## config.mk

```make
export PLATFORM = sky130hd
export DESIGN_NAME = fpu_issue_wb
export DESIGN_NICKNAME = d
export VERILOG_FILES = /design/src/rtl/fpu_issue_wb.sv
export SDC_FILE = /design/constraint.sdc
export NUM_CORES = 1
export LEC_CHECK = 0
export CORE_MARGIN = 1
export CORE_UTILIZATION = 42
export DETAILED_ROUTE_END_ITERATION = 7
export PLACE_DENSITY = 0.82
export RECOVER_POWER = 25
export SETUP_SLACK_MARGIN = 0.15
export SYNTH_ARGS = -nofsm -noshare
export SYNTH_HDL_FRONTEND = slang
export SYNTH_SLANG_ARGS = --single-unit
```

## constraint.sdc

```tcl
create_clock -name sys_clk -period 5.1 [get_ports sys_clk]
set_clock_uncertainty 0.15 [all_clocks]
set_input_delay 0.51 -clock sys_clk [delete_from_list [all_inputs] [get_ports sys_clk]]
set_output_delay 0.51 -clock sys_clk [all_outputs]
set_load 0.005 [all_outputs]
```

## src/rtl/fpu_issue_wb.sv

```systemverilog
// fpu_issue_wb: issue/writeback controller for the FPU cluster.
// One tagged op per cycle is accepted and started on its one-hot unit. A
// reservation shift register (depth MAX_LAT) records which unit's result is
// due in which cycle. An op is refused when its due slot is already taken
// on the single writeback port.
//
// Ports:
//   sys_clk, rst              clock, synchronous active-high reset
//   in_valid/in_op/in_tag     issue request (in_op one-hot unit select)
//   in_ready                  combinational issue acceptance
//   unit_start                one-hot start strobe (in_op when accepted)
//   unit_y/valid/ovf/unf      per-unit result, valid and flags
//   out_valid/data/tag/ovf/unf registered writeback of the due result
//   out_err                   due unit failed to raise unit_valid
//   stray_err                 sticky: unit_valid with nothing due for it
//   busy                      any reservation outstanding
module fpu_issue_wb #(
    parameter int NUM_UNITS = 8,
    parameter int DATA_W    = 32,
    parameter int TAG_W     = 5,
    parameter int LAT_W     = 3,
    parameter int MAX_LAT   = 7,
    parameter logic [NUM_UNITS*LAT_W-1:0] UNIT_LAT =
        {3'd1, 3'd2, 3'd1, 3'd3, 3'd6, 3'd3, 3'd3, 3'd3}
) (
    input  logic                        sys_clk,
    input  logic                        rst,
    input  logic                        in_valid,
    input  logic [NUM_UNITS-1:0]        in_op,
    input  logic [TAG_W-1:0]            in_tag,
    output logic                        in_ready,
    output logic [NUM_UNITS-1:0]        unit_start,
    input  logic [NUM_UNITS*DATA_W-1:0] unit_y,
    input  logic [NUM_UNITS-1:0]        unit_valid,
    input  logic [NUM_UNITS-1:0]        unit_ovf,
    input  logic [NUM_UNITS-1:0]        unit_unf,
    output logic                        out_valid,
    output logic [DATA_W-1:0]           out_data,
    output logic [TAG_W-1:0]            out_tag,
    output logic                        out_ovf,
    output logic                        out_unf,
    output logic                        out_err,
    output logic                        stray_err,
    output logic                        busy
);
    localparam int IDX_W = (NUM_UNITS > 1) ? $clog2(NUM_UNITS) : 1;
    localparam logic [NUM_UNITS-1:0] UNIT_ONE = 1;

    typedef struct packed {
        logic             v;
        logic [IDX_W-1:0] idx;
        logic [TAG_W-1:0] tag;
    } res_t;

    res_t [MAX_LAT-1:0]                res_q, res_d;
    // Unit masks of ops discarded by reset, kept on their original schedule so
    // their late results are recognised and not reported as stray.
    logic [MAX_LAT-1:0][NUM_UNITS-1:0] ghost_q, ghost_d;

    logic                 out_valid_q, out_valid_d;
    logic [DATA_W-1:0]    out_data_q, out_data_d;
    logic [TAG_W-1:0]     out_tag_q, out_tag_d;
    logic                 out_ovf_q, out_ovf_d;
    logic                 out_unf_q, out_unf_d;
    logic                 out_err_q, out_err_d;
    logic                 stray_err_q, stray_err_d;

    logic [IDX_W-1:0]     op_idx;
    logic [LAT_W-1:0]     op_lat;
    logic                 slot_free;
    logic                 accept;
    res_t                 due;
    logic [NUM_UNITS-1:0] due_mask;

    // Issue decode and legality
    always_comb begin
        op_idx = '0;
        for (int i = 0; i < NUM_UNITS; i++)
            if (in_op[i]) op_idx = IDX_W'(i);
        op_lat = UNIT_LAT[op_idx*LAT_W +: LAT_W];
        // Entry res[L] would shift into res[L-1] at this edge; L==MAX_LAT
        // never matches and so is always free.
        slot_free = 1'b1;
        for (int k = 1; k < MAX_LAT; k++)
            if (op_lat == LAT_W'(k) && res_q[k].v) slot_free = 1'b0;
        in_ready   = !rst && $onehot(in_op) && slot_free;
        accept     = in_valid && in_ready;
        unit_start = accept ? in_op : '0;
    end

    // Reservation shift plus insertion of the accepted op
    always_comb begin
        for (int k = 0; k < MAX_LAT - 1; k++) begin
            res_d[k]   = res_q[k+1];
            ghost_d[k] = ghost_q[k+1];
            if (rst && res_q[k+1].v) ghost_d[k] = ghost_d[k] | (UNIT_ONE << res_q[k+1].idx);
        end
        res_d[MAX_LAT-1]   = '0;
        ghost_d[MAX_LAT-1] = '0;
        for (int k = 0; k < MAX_LAT; k++)
            if (accept && op_lat == LAT_W'(k + 1))
                res_d[k] = '{v: 1'b1, idx: op_idx, tag: in_tag};
    end

    // Writeback capture and result-schedule checks
    always_comb begin
        due         = res_q[0];
        due_mask    = due.v ? (UNIT_ONE << due.idx) : '0;
        out_valid_d = 1'b0;
        out_err_d   = 1'b0;
        out_data_d  = out_data_q;
        out_tag_d   = out_tag_q;
        out_ovf_d   = out_ovf_q;
        out_unf_d   = out_unf_q;
        if (due.v) begin
            out_valid_d = 1'b1;
            out_data_d  = unit_y[due.idx*DATA_W +: DATA_W];
            out_tag_d   = due.tag;
            out_ovf_d   = unit_ovf[due.idx];
            out_unf_d   = unit_unf[due.idx];
            out_err_d   = !unit_valid[due.idx];
        end
        stray_err_d = stray_err_q | (|(unit_valid & ~due_mask & ~ghost_q[0]));
    end

    always_ff @(posedge sys_clk) begin
        ghost_q <= ghost_d;
        if (rst) begin
            res_q       <= '0;
            out_valid_q <= 1'b0;
            out_data_q  <= '0;
            out_tag_q   <= '0;
            out_ovf_q   <= 1'b0;
            out_unf_q   <= 1'b0;
            out_err_q   <= 1'b0;
            stray_err_q <= 1'b0;
        end else begin
            res_q       <= res_d;
            out_valid_q <= out_valid_d;
            out_data_q  <= out_data_d;
            out_tag_q   <= out_tag_d;
            out_ovf_q   <= out_ovf_d;
            out_unf_q   <= out_unf_d;
            out_err_q   <= out_err_d;
            stray_err_q <= stray_err_d;
        end
    end

    always_comb begin
        busy = 1'b0;
        for (int k = 0; k < MAX_LAT; k++) busy = busy | res_q[k].v;
    end

    assign out_valid = out_valid_q;
    assign out_data  = out_data_q;
    assign out_tag   = out_tag_q;
    assign out_ovf   = out_ovf_q;
    assign out_unf   = out_unf_q;
    assign out_err   = out_err_q;
    assign stray_err = stray_err_q;
endmodule

```

==> results of run 1 <==
[worst register-to-register path: cells and delay by family (launching register included)]
| family | cells | cell delay [ns] |
|---|---|---|
| flip-flops | 1 | 0.83 |
| multiplexers | 2 | 0.94 |
| AO/OA/AOI/OAI | 1 | 0.14 |
| buffers and inverters | 1 | 0.47 |
[layout by cell type, fill, tap and decap left out, types with 4 or more instances in the layout]
master	instances
inv_8	5
nor3b_1	5
nand3_1	9
inv_1	17
diode_2	4
a41o_1	5
clkdlybuf4s50_1	321
o21bai_1	30
nor3_1	9
dfxtp_1	149
nor2b_1	28
a21o_1	7
dlygate4sd2_1	10
nand2_1	16
buf_4	17
mux4_2	70
conb_1	9
clkbuf_16	17
nand2b_1	14
or2_2	5
a211oi_1	34
and2_1	4
dlygate4sd3_1	14
mux2i_1	62
nor2_1	97
[registers in the layout, indices dropped and copies added (netlist names)]
register and count:
out_valid 1, out_data 32, ghost_q 48, stray_err 1
res_q 54, out_unf 1, out_tag 5, out_err 1
out_ovf 1, due 9
[per-layer routing]
| metal | global-route usage | wire length (um) |
|---|---|---|
| met1 | 0.3570 | 10490 |
| met2 | 0.4619 | 12280 |
| met3 | 0.1085 | 2572 |
| met4 | 0.1149 | 974 |
| met5 | 0 | 38 |
[area by class of cell]
| class | count | area (um2) |
|---|---|---|
| multi-input cells | 443 | 4113 |
| well taps | 225 | 281.5 |
| clock inverters | 14 | 155.1 |
| diodes | 4 | 10.01 |
| clock buffers | 18 | 439.2 |
| flip-flops and latches | 153 | 3073 |
| fillers | 1303 | 5508 |
| inverters | 17 | 63.81 |
| repair buffers | 366 | 3593 |
[path summary, 6_finish.rpt]
kind                                   from             to  cells past startpoint
worst max-delay path               in_op[0]  unit_start[0]                     15
worst min register to register  ghost_q[32]    ghost_q[24]                      1
worst max register to register       due[5]    out_data[5]                      4
worst min-delay path            ghost_q[32]    ghost_q[24]                      1
[timing repair]
action                                  CTS  global route
pin swaps                                 6             3
gates resized for setup                  14             5
gates cloned                              0             0
endpoints found under the setup margin    9             3
setup buffers                             2             1
[cells by family (layout without fill, tap and decap cells)]
family,count (synthesis),in the layout,synth area share
simple gates,202,202,0.1389
flops,153,153,0.4146
mux,133,133,0.2989
compound gates,92,92,0.09484
buf+inv,62,415,0.03641
fa+ha+maj,7,7,0.01592
other cells,1,13,0.0005076
[power groups by stage]
stage                     Sequential [uW]  Clock (uW)  Combinational, uW
final                                1280        1220                599
after global routing                 1280        1300                640
after CTS                            1280        1250                596
after detailed placement             1300           0                591
after global placement               1300           0                580
after floorplan                      1280           0                263
[stage by stage]
| stage | total power, uW | cell area, um2 | hold WS (ns) |
|---|---|---|---|
| after floorplan | 1545 | 7418 | 0.2319 |
| after global placement | 1882 | 11100 | 0.2426 |
| after detailed placement | 1895 | 11100 | 0.2457 |
| after CTS | 3120 | 11710 | 0.2635 |
| after global routing | 3223 | 11720 | 0.2766 |
| final | 3100 | 11730 | 0.2627 |
==> metrics.md, run 1 <==
| Metric | Value |
|---|---|
| Status | `complete, but fails checks` |
| Failing checks | `capacitance limit, slew limit` |
| Clock power share | `0.395` |
| Max Slew Vio Count | `between 100 and 150` |
| Synth Area per Inst | `11.37 um2` |
| Net switching power of the design | `806.9 uW` |
| IO Pins | `348` |
| Worst slew margin | `-0.2347` |
| Fraction of the yosys area taken by sequential cells | `0.4146` |
| Largest net degree at the start of global routing | `77` |
| Final WL | `26.36 mm` |
| CP Class | `input port to output port` |
| # port buffers | `roughly 350` |
| Dpl hpwl | `21.17 mm` |
| HP Class | `flop to flop` |
| Post-Place Setup Slack | `-0.2698 ns` |
| WP data required | `4.44 ns` |
| Register bit count reported by yosys | `153` |
| Crit Path Max Fanout | `2` |
| Setup TNS | `0 ns` |
| CTS Buf Count | `17` |
| Clk root buf | `clkbuf_16` |
| Worst-Skew Late Latency | `0.41 ns` |
| Drt pass-1 iters | `5` |
| Int Pwr | `2293 uW` |
| Synth Flop Type | `dfxtp_1` |
| Net Sw Frac | `0.2603` |
| Yosys warns | `0` |
| CTS tree | `yes` |
| Reg2reg setup slack | `2.38 ns` |
| Yosys top cell area share | `0.4146` |
| Average vias per placed instance | `5.349` |
| CP max stage delay | `0.58 ns` |
| First-pass GRT wire length | `roughly 38 mm` |
| Post-Route Utilization | `0.6805` |
| Fin crit share | `0.9553` |
| Setup WS post-layout | `~0.23 ns` |
| Post-synth ARST share | `0` |
| Post-synth EDFFs | `0` |
| Core ar. | `between 15,000 and 20,000 um2` |
| GPL Wtd Cong | `between 0.8 and 0.9` |
| Wire per inst | `21.26 um` |
| Area growth from synthesis to layout | `58.75%` |
| Arrival @ worst endpoint | `4.21 ns` |
| Initial antenna violation count | `8` |
| Actual slew at the worst max-slew pin | `around 1.9 ns` |
| Gate Count Post-Synth | `650` |
| Post-Syn Area | `7388 um2` |
| Gr usage total | `0.2908` |
| Clk sink count | `153` |
| Routed Antenna Nets | `0` |
| Area contributors post-synth | `dfxtp_1 41%, mux4_2 21%, mux2i_1 8.4%` |
| VDD IR max | `0.2838 mV` |
| Total grt overflow | `0` |
| Synth area leader | `dfxtp_1` |
| Detailed-route via count | `6,633` |
| Crit-path cells | `dlygate4sd2_1 > fa_1 > inv_1 > fa_1 > fa_1 > inv_1 > ha_2 > inv_1 > fa_2 > nand4b_2 > or2_4 > nor3b_4 > buf_4 > and2_1 > dlygate4sd2_1` |
| Comb pwr share | `0.193` |
| Most numerous cell in the Yosys netlist | `dfxtp_1` |
| Final Critical Period | `4.872 ns` |
| Post-CTS Hold Buffers | `0` |
| Nets | `roughly 1,300` |
| Leak | `0.004251 uW` |
| DR iter-0 viols | `387` |
| Max_cap viols | `2` |
| Row count | `48` |
| CP max stage cell | `fa_2` |
| Initial core utilization | `0.4286` |
| Die width | `134.6 um` |
| RSZ-0062 raised after global routing | `true` |
| Largest delay share family, worst path | `adder cells` |
| Startpoint Class | `input port` |
| Final setup fails | `0` |
| Final Hold Vio Count | `0` |
| CTS H-tree lvls | `4` |
| Share of layout cells above drive strength 1 | `0.1444` |
| Crit. End Element | `output port` |
| Number of global-route vias before repair | `6,617` |
| Die Span Y | `134.6 um` |
| DRC errors left | `0` |
| Power Density | `264.3 nW/um2` |
| CP bufs+invs | `6` |
| Layout Cells excl Fill | `1,240` |
| CTS Buffer Depth | `2` |
| Synth unique cells | `44` |
| Commonest cells post-synth | `153 x dfxtp_1, 97 x nor2_1, 70 x mux4_2, 62 x mux2i_1, 34 x a211oi_1` |
| Clock slew at reported path FFs | `0.07 ns` |
| Max Clock Freq | `0.2053 GHz` |
| Power share of the sequential group | `0.412` |
| Placed cells | `1,201` |
| Die area | `18,130 um2` |
Power figures use the tool's default switching activity.
==> run 2: changes to the inputs <==
MAX_ROUTING_LAYER = met4   (was not set)
SLEW_MARGIN = 20   (was not set)
TNS_END_PERCENT = 20   (was not set)
==> metrics.md, run 2 (synthesis gave the netlist of run 1 again) <==
| Metric | Value |
|---|---|
| Average vias per placed instance | `5.324 (-0.47%)` |
| Die area | `18,130 um2 (unchanged)` |
| Post-Route Utilization | `0.6819 (+0.001452)` |
| Total grt overflow | `0 (unchanged)` |
| Final WL | `26.71 mm (+1.3%)` |
| FILL cells | `1,340 (+2.8%)` |
| Failing checks | `capacitance limit, slew limit` |
| Comb pwr share | `0.191 (-0.002)` |
| Arrival @ worst endpoint | `4.35 ns (+0.14 ns)` |
| Core ar. | `17,240 um2 (unchanged)` |
| Storage element area | `3072 um2 (about the same)` |
| DRC errors left | `0 (unchanged)` |
| Initial core utilization | `0.4286 (unchanged)` |
| Leak | `0.004278 uW (+0.62%)` |
| Final setup fails | `0 (unchanged)` |
| Clk root buf | `clkbuf_16` |
| Status | `complete, but fails checks` |
| RSZ-0062 raised after global routing | `true` |
| HP Class | `flop to flop` |
| Die width | `134.6 um (unchanged)` |
| Row count | `48 (unchanged)` |
| GPL Wtd Cong | `0.9628 (+7.2%)` |
| Gr usage total | `0.3050 (+0.01418)` |
| Crit. End Element | `output port` |
| Clk sink count | `153 (unchanged)` |
| Power Density | `269.1 nW/um2 (+1.8%)` |
| Commonest non-fill, non-tap cell in the layout | `clkdlybuf4s50_1` |
| VDD IR max | `0.2782 mV (-2.0%)` |
| Max Slew Vio Count | `142 (+21%)` |
| Routed Antenna Nets | `0 (unchanged)` |
| Layout Cells excl Fill | `1,244 (+0.32%)` |
| Largest net degree at the start of global routing | `77 (unchanged)` |
| Actual slew at the worst max-slew pin | `3.414 ns (+1.562 ns)` |
| Clock power share | `0.405 (+0.010)` |
| Drt pass-1 iters | `5 (unchanged)` |
| Max reg flops | `54 (unchanged)` |
| IO Pins | `348 (unchanged)` |
| Area growth from synthesis to layout | `59.09%` |
| First-pass GRT wire length | `39.23 mm (+2.5%)` |
| Net switching power of the design | `793.3 uW (-1.7%)` |
| Fin crit share | `0.9819 (+0.02664)` |
| Startpoint Class | `input port` |
| CTS Buf Count | `17 (unchanged)` |
| DR iter-0 viols | `322 (-17%)` |
| Net Sw Frac | `0.2508 (-0.009500)` |
| Multi-input gate area | `4118 um2 (+0.12%)` |
| CP Class | `input port to output port` |
| Power share of the sequential group | `0.404 (-0.008)` |
| Clock slew at reported path FFs | `0.06 ns (about the same)` |
| Final Hold Vio Count | `0 (unchanged)` |
| Post-CTS Hold Buffers | `0 (unchanged)` |
| Wire per inst | `21.47 um (+1.0%)` |
| Nets | `1,300 (-0.077%)` |
| Placed cells | `1,202 (+0.083%)` |
| Share of layout cells above drive strength 1 | `0.1407 (-0.003678)` |
| WP data required | `4.44 ns (about the same)` |
| Initial antenna violation count | `10 (+2)` |
| Number of global-route vias before repair | `6,630 (+0.20%)` |
| Worst-Skew Late Latency | `0.41 ns (about the same)` |
| Detailed-route via count | `6,623 (-0.15%)` |
| CTS H-tree lvls | `4 (unchanged)` |
| Top reg by flops | `res_q` |
| Dpl hpwl | `21.25 mm (+0.39%)` |
| Worst slew margin | `-1.276 (-1.042)` |
| Max_cap viols | `2 (unchanged)` |
| CTS tree | `yes` |
| Crit Path Max Fanout | `4 (+2)` |
| Die Span Y | `134.6 um (unchanged)` |
| Int Pwr | `2370 uW (+3.3%)` |
| # port buffers | `347 (unchanged)` |
| Final Critical Period | `5.008 ns (+0.1359 ns)` |
| Most frequent cells in the layout | `322 x clkdlybuf4s50_1, 150 x dfxtp_1, 97 x nor2_1, 70 x mux4_2, 62 x mux2i_1` |
| CTS Buffer Depth | `2 (unchanged)` |
| Max Clock Freq | `0.1997 GHz (-2.7%)` |
run 2: through the flow:
| stage | setup TNS [ns] | setup slack (ns) | power, uW | instance area [um2] | hold slack [ns] |
|---|---|---|---|---|---|
| floorplan | 0 | 0.6464 | 1545 | 7418 | 0.2319 |
| CTS | -0.02319 | -0.01333 | 3177 | 11720 | 0.2586 |
| global route | -0.03223 | -0.03223 | 3279 | 11750 | 0.2662 |
| finish | 0 | 0.09233 | 3163 | 11750 | 0.2583 |
| detailed placement | -1.629 | -0.2798 | 1896 | 11110 | 0.2446 |
| global placement | -1.247 | -0.2222 | 1882 | 11110 | 0.2436 |
run 2: path summary, 6_finish.rpt:
kind	startpoint	to	slack (ns)	cells past startpoint
max reg2reg	due[8]	stray_err	1.06	5
min	ghost_q[16]	ghost_q[8]	0.26	1
max	in_op[3]	unit_start[3]	0.09	14
min reg2reg	ghost_q[16]	ghost_q[8]	0.26	1
run 2: area by class of cell:
cell class | count | share of cell area
Multi-Input combinational cell | 443 | 0.3503
Timing Repair Buffer | 365 | 0.3055
Sequential cell | 153 | 0.2613
Clock buffer | 17 | 0.03619
Tap cell | 225 | 0.02395
Clock inverter | 14 | 0.01512
Inverter | 17 | 0.005429
Antenna cell | 10 | 0.002129
run 2: repair_timing:
action	4_1_cts	5_1_grt
resized for setup	12	7
setup endpoints to repair	9	5
buffers inserted	0	1
cloned	0	0
endpoints found under the hold margin	0	0
pin swaps	3	3
run 2: metal layers:
layer,global-route usage,wire length [um]
met3,0.09459,2155
met1,0.3707,11070
met5,-,0
met2,0.4888,12900
met4,0.08427,576
run 2: critical path, stage by stage:
cell and delay (ns):
dlygate4sd2_1 0.26, fa_1 0.48, inv_1 0.05, fa_1 0.49, fa_1 0.41, inv_1 0.07
ha_2 0.18, inv_1 0.06, fa_2 0.56, nand4b_4 0.11, or2_4 0.26, nor3b_4 0.24
and2_1 0.16, clkdlybuf4s50_1 0.50
run 2: power groups by stage:
| stage | sequential [uW] | clock [uW] | combinational, uW |
|---|---|---|---|
| floorplan | 1280 | 0 | 263 |
| global placement | 1300 | 0 | 581 |
| detailed placement | 1300 | 0 | 593 |
| CTS | 1280 | 1300 | 599 |
| global route | 1280 | 1350 | 646 |
| finish | 1280 | 1280 | 605 |
